File: src/rtl/csr_counter_bank_pkg.sv
// Shared definitions for the counter/timer CSR bank: address map, privilege
// encoding and implemented-bit mask helper.
package csr_pkg;

  typedef enum logic [1:0] {
    PRIV_U = 2'b00,
    PRIV_S = 2'b01,
    PRIV_M = 2'b11
  } priv_t;

  localparam int unsigned EVT_SEL_W = 8;
  localparam int unsigned MAX_HPM   = 29;

  localparam logic [11:0] CSR_MCYCLE        = 12'hB00;
  localparam logic [11:0] CSR_MINSTRET      = 12'hB02;
  localparam logic [11:0] CSR_MHPMCOUNTER3  = 12'hB03;
  localparam logic [11:0] CSR_CYCLE         = 12'hC00;
  localparam logic [11:0] CSR_TIME          = 12'hC01;
  localparam logic [11:0] CSR_INSTRET       = 12'hC02;
  localparam logic [11:0] CSR_HPMCOUNTER3   = 12'hC03;
  localparam logic [11:0] CSR_MCOUNTINHIBIT = 12'h320;
  localparam logic [11:0] CSR_MHPMEVENT3    = 12'h323;
  localparam logic [11:0] CSR_MCOUNTEREN    = 12'h306;
  localparam logic [11:0] CSR_SCOUNTEREN    = 12'h106;

  // Bits 0..2 (cycle/time/instret) plus one bit per implemented hpm counter.
  function automatic logic [31:0] impl_mask(int unsigned num_hpm);
    logic [31:0] m;
    m = '0;
    for (int unsigned i = 0; i < 32; i++) begin
      if (i <= 2 || (i >= 3 && i < 3 + num_hpm)) m[i] = 1'b1;
    end
    return m;
  endfunction

endpackage

File: src/rtl/csr_counter_bank_hpm_counter.sv
// One hardware performance counter: event selector, counter storage and
// sticky overflow flag.
module hpm_counter
  import csr_pkg::*;
#(
  parameter int unsigned CNT_WIDTH  = 64,
  parameter int unsigned NUM_EVENTS = 8
) (
  input  logic                  phi2,
  input  logic                  rst,
  input  logic                  inhibit,
  input  logic [NUM_EVENTS-1:0] events,
  input  logic                  wr_cnt,
  input  logic                  wr_evt,
  input  logic [63:0]           data_in,
  output logic [CNT_WIDTH-1:0]  cnt,
  output logic [EVT_SEL_W-1:0]  evt,
  output logic                  of
);

  localparam int unsigned EV_SPAN = 1 << EVT_SEL_W;

  // Selector 0 maps to a constant-zero bit; selectors past NUM_EVENTS land on zero padding.
  logic [EV_SPAN-1:0] ev_ext;
  logic               fire;
  logic               wrap;

  assign ev_ext = EV_SPAN'({events, 1'b0});
  assign fire   = ev_ext[evt] && !inhibit;
  assign wrap   = fire && (&cnt);

  always_ff @(posedge phi2) begin
    if (rst) begin
      cnt <= '0;
      evt <= '0;
      of  <= 1'b0;
    end else begin
      if (wr_cnt)    cnt <= data_in[CNT_WIDTH-1:0];
      else if (fire) cnt <= cnt + CNT_WIDTH'(1);

      if (wr_evt) begin
        evt <= data_in[EVT_SEL_W-1:0];
        of  <= data_in[63];
      end else if (wrap && !wr_cnt) begin
        of  <= 1'b1;
      end
    end
  end

endmodule

File: src/rtl/csr_counter_bank.sv
// Counter/timer CSR bank: mcycle, minstret, time, mhpmcounters with event
// selectors, mcountinhibit and m/scounteren, with privilege checks.
module csr_counter_bank
  import csr_pkg::*;
#(
  parameter int unsigned NUM_HPM    = 4,
  parameter int unsigned CNT_WIDTH  = 64,
  parameter int unsigned NUM_EVENTS = 8
) (
  input  logic                  phi2,
  input  logic                  rst,
  input  logic                  read,
  input  logic                  write,
  input  logic [1:0]            priv_level,
  input  logic [11:0]           csr_addr,
  input  logic [63:0]           data_in,
  input  logic                  retire,
  input  logic                  time_tick,
  input  logic [NUM_EVENTS-1:0] events,
  output logic [63:0]           data_out,
  output logic                  hit,
  output logic                  invalid,
  output logic                  lcof_irq
);

  localparam logic [31:0] CEN_MASK = impl_mask(NUM_HPM);
  localparam logic [31:0] INH_MASK = CEN_MASK & ~32'h2;

  logic [CNT_WIDTH-1:0] mcycle_q, minstret_q, time_q;
  logic [31:0]          inhibit_q, mcen_q, scen_q;

  logic [CNT_WIDTH-1:0] hpm_cnt [MAX_HPM];
  logic [EVT_SEL_W-1:0] hpm_evt [MAX_HPM];
  logic [MAX_HPM-1:0]   hpm_of;
  logic [MAX_HPM-1:0]   wr_cnt, wr_evt;

  logic [4:0]  idx, hpm_idx;
  logic        in_b, in_c, in_e, is_hpm, gated, wr_ok;
  logic        wr_mcycle, wr_minstret, wr_inhibit, wr_mcen, wr_scen;
  logic [63:0] rd_val;

  always_comb begin
    idx     = csr_addr[4:0];
    hpm_idx = idx - 5'd3;
    in_b    = csr_addr[11:5] == CSR_MCYCLE[11:5];
    in_c    = csr_addr[11:5] == CSR_CYCLE[11:5];
    in_e    = csr_addr[11:5] == CSR_MCOUNTINHIBIT[11:5];
    is_hpm  = idx >= 5'd3;

    hit = (in_b && idx != 5'd1) || in_c || (in_e && (idx == 5'd0 || is_hpm)) ||
          csr_addr == CSR_MCOUNTEREN || csr_addr == CSR_SCOUNTEREN;

    gated = in_c && ((priv_level == PRIV_S && !mcen_q[idx]) ||
                     (priv_level == PRIV_U && !(mcen_q[idx] && scen_q[idx])));

    invalid = hit && (read || write) &&
              (priv_level < csr_addr[9:8] ||
               (write && csr_addr[11:10] == 2'b11) ||
               (read && gated));

    rd_val = '0;
    if (in_b || in_c) begin
      case (idx)
        5'd0:    rd_val = 64'(mcycle_q);
        5'd1:    rd_val = in_c ? 64'(time_q) : '0;
        5'd2:    rd_val = 64'(minstret_q);
        default: rd_val = 64'(hpm_cnt[hpm_idx]);
      endcase
    end else if (in_e) begin
      if (idx == 5'd0)  rd_val = 64'(inhibit_q);
      else if (is_hpm)  rd_val = {hpm_of[hpm_idx], {(63 - EVT_SEL_W){1'b0}}, hpm_evt[hpm_idx]};
    end else if (csr_addr == CSR_MCOUNTEREN) begin
      rd_val = 64'(mcen_q);
    end else if (csr_addr == CSR_SCOUNTEREN) begin
      rd_val = 64'(scen_q);
    end

    data_out = (read && hit && !invalid) ? rd_val : '0;

    wr_ok       = write && hit && !invalid;
    wr_mcycle   = wr_ok && in_b && idx == 5'd0;
    wr_minstret = wr_ok && in_b && idx == 5'd2;
    wr_inhibit  = wr_ok && in_e && idx == 5'd0;
    wr_mcen     = wr_ok && csr_addr == CSR_MCOUNTEREN;
    wr_scen     = wr_ok && csr_addr == CSR_SCOUNTEREN;
    wr_cnt      = '0;
    wr_evt      = '0;
    if (wr_ok && in_b && is_hpm) wr_cnt[hpm_idx] = 1'b1;
    if (wr_ok && in_e && is_hpm) wr_evt[hpm_idx] = 1'b1;
  end

  always_ff @(posedge phi2) begin
    if (rst) begin
      mcycle_q   <= '0;
      minstret_q <= '0;
      time_q     <= '0;
      inhibit_q  <= '0;
      mcen_q     <= '0;
      scen_q     <= '0;
    end else begin
      if (wr_mcycle)          mcycle_q <= data_in[CNT_WIDTH-1:0];
      else if (!inhibit_q[0]) mcycle_q <= mcycle_q + CNT_WIDTH'(1);

      if (wr_minstret)                  minstret_q <= data_in[CNT_WIDTH-1:0];
      else if (retire && !inhibit_q[2]) minstret_q <= minstret_q + CNT_WIDTH'(1);

      if (time_tick) time_q <= time_q + CNT_WIDTH'(1);

      if (wr_inhibit) inhibit_q <= data_in[31:0] & INH_MASK;
      if (wr_mcen)    mcen_q    <= data_in[31:0] & CEN_MASK;
      if (wr_scen)    scen_q    <= data_in[31:0] & CEN_MASK;
    end
  end

  // All 29 slots exist so the read mux has a fixed shape; unimplemented ones are tied to zero.
  for (genvar i = 0; i < MAX_HPM; i++) begin : g_hpm
    if (i < NUM_HPM) begin : g_impl
      hpm_counter #(
        .CNT_WIDTH  (CNT_WIDTH),
        .NUM_EVENTS (NUM_EVENTS)
      ) u_hpm (
        .phi2    (phi2),
        .rst     (rst),
        .inhibit (inhibit_q[3+i]),
        .events  (events),
        .wr_cnt  (wr_cnt[i]),
        .wr_evt  (wr_evt[i]),
        .data_in (data_in),
        .cnt     (hpm_cnt[i]),
        .evt     (hpm_evt[i]),
        .of      (hpm_of[i])
      );
    end else begin : g_none
      logic unused_wr;
      assign unused_wr  = wr_cnt[i] ^ wr_evt[i];
      assign hpm_cnt[i] = '0;
      assign hpm_evt[i] = '0;
      assign hpm_of[i]  = 1'b0;
    end
  end

  assign lcof_irq = |hpm_of;

endmodule

File: config.mk
export PLATFORM = sky130hd
export DESIGN_NAME = csr_counter_bank
export DESIGN_NICKNAME = d
export VERILOG_FILES = /design/src/rtl/csr_counter_bank_pkg.sv /design/src/rtl/csr_counter_bank_hpm_counter.sv /design/src/rtl/csr_counter_bank.sv
export SDC_FILE = /design/constraint.sdc
export NUM_CORES = 2
export LEC_CHECK = 0
export CAP_MARGIN = 20
export CORE_MARGIN = 5
export CORE_UTILIZATION = 42
export CTS_BUF_LIST = sky130_fd_sc_hd__clkbuf_4 sky130_fd_sc_hd__clkbuf_8 sky130_fd_sc_hd__clkbuf_16
export DETAILED_ROUTE_END_ITERATION = 16
export PLACE_DENSITY = 0.69
export SLEW_MARGIN = 30
export SYNTH_ARGS = -nofsm -noshare
export SYNTH_HDL_FRONTEND = slang
export SYNTH_HIERARCHICAL = 1
export SYNTH_SLANG_ARGS = --single-unit
export TNS_END_PERCENT = 50
File: constraint.sdc
create_clock -name phi2 -period 3.92 [get_ports phi2]
set_clock_uncertainty 0.2 [all_clocks]
set_input_delay 0.784 -clock phi2 [delete_from_list [all_inputs] [get_ports phi2]]
set_output_delay 0.784 -clock phi2 [all_outputs]
set_load 0.02 [all_outputs]
==> results.sh <==
export IMPL_outcome="complete, but fails checks"
export IMPL_violations="setup timing"
export IMPL_register_area_um2=10100
export IMPL_dpl_instance_area_um2=37100
export IMPL_tightestPinTransition_ns=1.01
export IMPL_ir_worst_vdd_v=0.000317
export IMPL_die_area_um2=83400
export IMPL_netlist_instances=3949
export IMPL_seq_area_frac_synth=0.309
export IMPL_finalNetCount=4306
export IMPL_hold_ws_ns=0.272
export IMPL_setup_ws_ns=-0.0169
export IMPL_finalHoldViolCount=0
export IMPL_grt_overflow_total=0
export IMPL_ant_nets=0
export IMPL_drt_wl_total_um=127000
export IMPL_path_clk_slew_ns=0.07
export IMPL_drv_slew=0
export IMPL_pre_cts_slack_ns=-0.957
export IMPL_gp_congestion=1.02
export IMPL_vias_per_cell=6.17
export IMPL_hpwl_um=95200
export IMPL_root_buffer="clkbuf_16"
export IMPL_grt_pass1_wl_um=187000
export IMPL_synth_edf_count=0
export IMPL_critPathLaunchType="input port"
export IMPL_tritoncts="done"
export IMPL_drive_above_1_share=0.168
export IMPL_io_pins=159
export IMPL_core_um2=77300
export IMPL_area_growth_pct=21.1
export IMPL_cts_buffers=56
export IMPL_drt_iter0_markers=4460
export IMPL_worstPathRequired_ns=2.94
export IMPL_slew_headroom=0.326
export IMPL_cp_end_kind="output port"
export IMPL_cts_sinks=504
export IMPL_initial_core_util=0.422
export IMPL_hold_path_class="flop to flop"
export IMPL_num_vias=32600
export IMPL_post_route_drc_count=0
export IMPL_synth_distinct_cells=76
export IMPL_dp_cells=5159
export IMPL_clock_latency_ns=0.65
export IMPL_tns_ns=-0.0277
export IMPL_setup_viol=3
export IMPL_cp_cell_sequence="clkdlybuf4s15_2, buf_6, nor3_1, buf_4, and2_4, buf_12, buf_12, a222oi_1, a21oi_2, buf_6"
export IMPL_finalCritPeriodShare=1.00
export IMPL_cp_top_family="buffers and inverters"
export IMPL_async_flop_share=0
export IMPL_maxCapViolCount=0
export IMPL_num_fill_cells=7251
export IMPL_crit_buf_inv=6
export IMPL_synth_avg_cell_area_um2=8.27
export IMPL_die_width_um=289
export IMPL_drtPass1Iterations=10
export IMPL_synth_main_ff_cell="dfxtp_1"
export IMPL_grt_pass1_vias=29800
export IMPL_rsz0062_at_grt="true"
export IMPL_stdcell_area_um2=39600
export IMPL_final_common_cell="dfxtp_1"
export IMPL_antenna_found_initial=5
export IMPL_p_leak_uw=0.0148
export IMPL_multi_input_area_um2=20800
export IMPL_cts_hold_fix_buffers=0
export IMPL_synthesis_area_um2=32700
export IMPL_h_tree_depth=2
export IMPL_track_usage=0.289
export IMPL_ys_warn_count=6
export IMPL_syn_num_nets=4056
export IMPL_critPathMaxFanout=28
export IMPL_cts_buffer_depth=3
export IMPL_grt_max_degree=104
export IMPL_cpPeakStageDelay_ns=0.81
export IMPL_mostFrequentLayoutCells="dfxtp_1 (503), nor2_1 (345), nand2_1 (256)"
export IMPL_final_cells=5289
export IMPL_cpMaxStageDelayCell="a222oi_1"
export IMPL_timing_final_crit_period_ns=3.94
export IMPL_port_buffers=158
export IMPL_ys_ff_latch=504
export IMPL_worstSetupPathType="input port to output port"
export IMPL_p_per_area_nw_per_um2=298
export IMPL_row_count=102
export IMPL_wl_per_cell_um=24.0
export IMPL_max_freq_mhz=254
export IMPL_arrival_ns=2.95
export IMPL_dieHeight_um=289
-- timing repair --
action                                  CTS  global route
gates resized for setup                 242            49
cloned                                    3             3
pin swaps                                16            13
buffers inserted                         10             7
endpoints found under the setup margin   66            63
-- area by class of cell --
cell class,count,share of cell area
repair buffers,459,0.112
clock buffers,78,0.0415
inverters,242,0.0230
diodes,4,0.000253
flip-flops and latches,504,0.255
clock inverters,26,0.00939
multi-input cells,2936,0.526
well taps,1040,0.0329
-- logic make-up (layout without fill, tap and decap cells) --
logic type	count (synthesis)	in the layout	synth area share
xor+xnor	385	385	0.103
other cells	0	4	0
flops	504	504	0.309
simple gates	1594	1594	0.272
fa+ha+maj	15	15	0.00575
compound gates	786	786	0.170
mux	156	156	0.0763
buf+inv	509	805	0.0637
-- path summary, 6_finish.rpt --
path | from | to | slack [ns] | cells after the start
setup / recovery | csr_addr[2] | data_out[21] | -0.02 | 10
hold / removal | mcen_q[3]$_SDFFE_PP0P_ | mcen_q[3]$_SDFFE_PP0P_ | 0.27 | 2
setup reg to reg | mcen_q[1]$_SDFFE_PP0P_ | g_hpm[3].g_impl.u_hpm/cnt[47]$_SDFFE_PP0P_ | 0.55 | 13
hold reg to reg | mcen_q[3]$_SDFFE_PP0P_ | mcen_q[3]$_SDFFE_PP0P_ | 0.27 | 2
-- registers in the layout (all words and copies together) (netlist names) --
signal                  cells
scen_q                      7
g_hpm.g_impl.u_hpm/of       4
inhibit_q                   6
g_hpm.g_impl.u_hpm/cnt    256
mcycle_q                   64
g_hpm.g_impl.u_hpm/evt     32
mcen_q                      7
time_q                     64
minstret_q                 64
-- through the flow --
| step | power [µW] | util |
|---|---|---|
| floorplan | 5620 | - |
| global placement | 6020 | 0.480 |
| detailed placement | 6020 | 0.480 |
| CTS | 11800 | 0.510 |
| global route | 12100 | 0.512 |
| finish | 11800 | 0.512 |
-- cells in the mapped netlist (all sizes together) (23+ instances only) --
library cell / count / area share
mux4: 74 / 0.051
dfxtp: 504 / 0.31
a222oi: 57 / 0.017
xnor2: 160 / 0.043
a211oi: 137 / 0.032
and3: 87 / 0.017
mux2i: 77 / 0.024
nor4: 93 / 0.021
buf: 74 / 0.014
nand4: 184 / 0.036
nand3: 162 / 0.025
and2: 23 / 0.0044
a21oi: 284 / 0.049
nor2b: 56 / 0.011
xor2: 225 / 0.060
nor4b: 30 / 0.016
o21a: 200 / 0.046
inv: 242 / 0.028
nor2: 350 / 0.040
nor3: 197 / 0.032
clkbuf: 193 / 0.022
and4: 31 / 0.0083
nand2: 256 / 0.029
-- tightest hold or removal path: stages (launching register included) --
cell and delay [ns]:
dfxtp_2 0.34, nand2_1 0.05, a21oi_1 0.05
-- routing by layer --
layer / routed length (µm) / share of wire / global-route usage
met1: 52700 / 0.42 / 0.413
met2: 53500 / 0.42 / 0.425
met3: 15000 / 0.12 / 0.0612
met4: 5810 / 0.046 / 0.114
met5: 13 / 0.00010 / 0
-- report_power, final --
part | internal (µW) | leakage (µW) | switching (µW) | total [µW]
registers | 5130 | 0.00406 | 26.7 | 5160
clock network | 3460 | 0.00101 | 2360 | 5820
logic | 314 | 0.00972 | 505 | 818
total | 8900 | 0.0148 | 2900 | 11800
No activity file was read; power rests on OpenSTA's default activity.
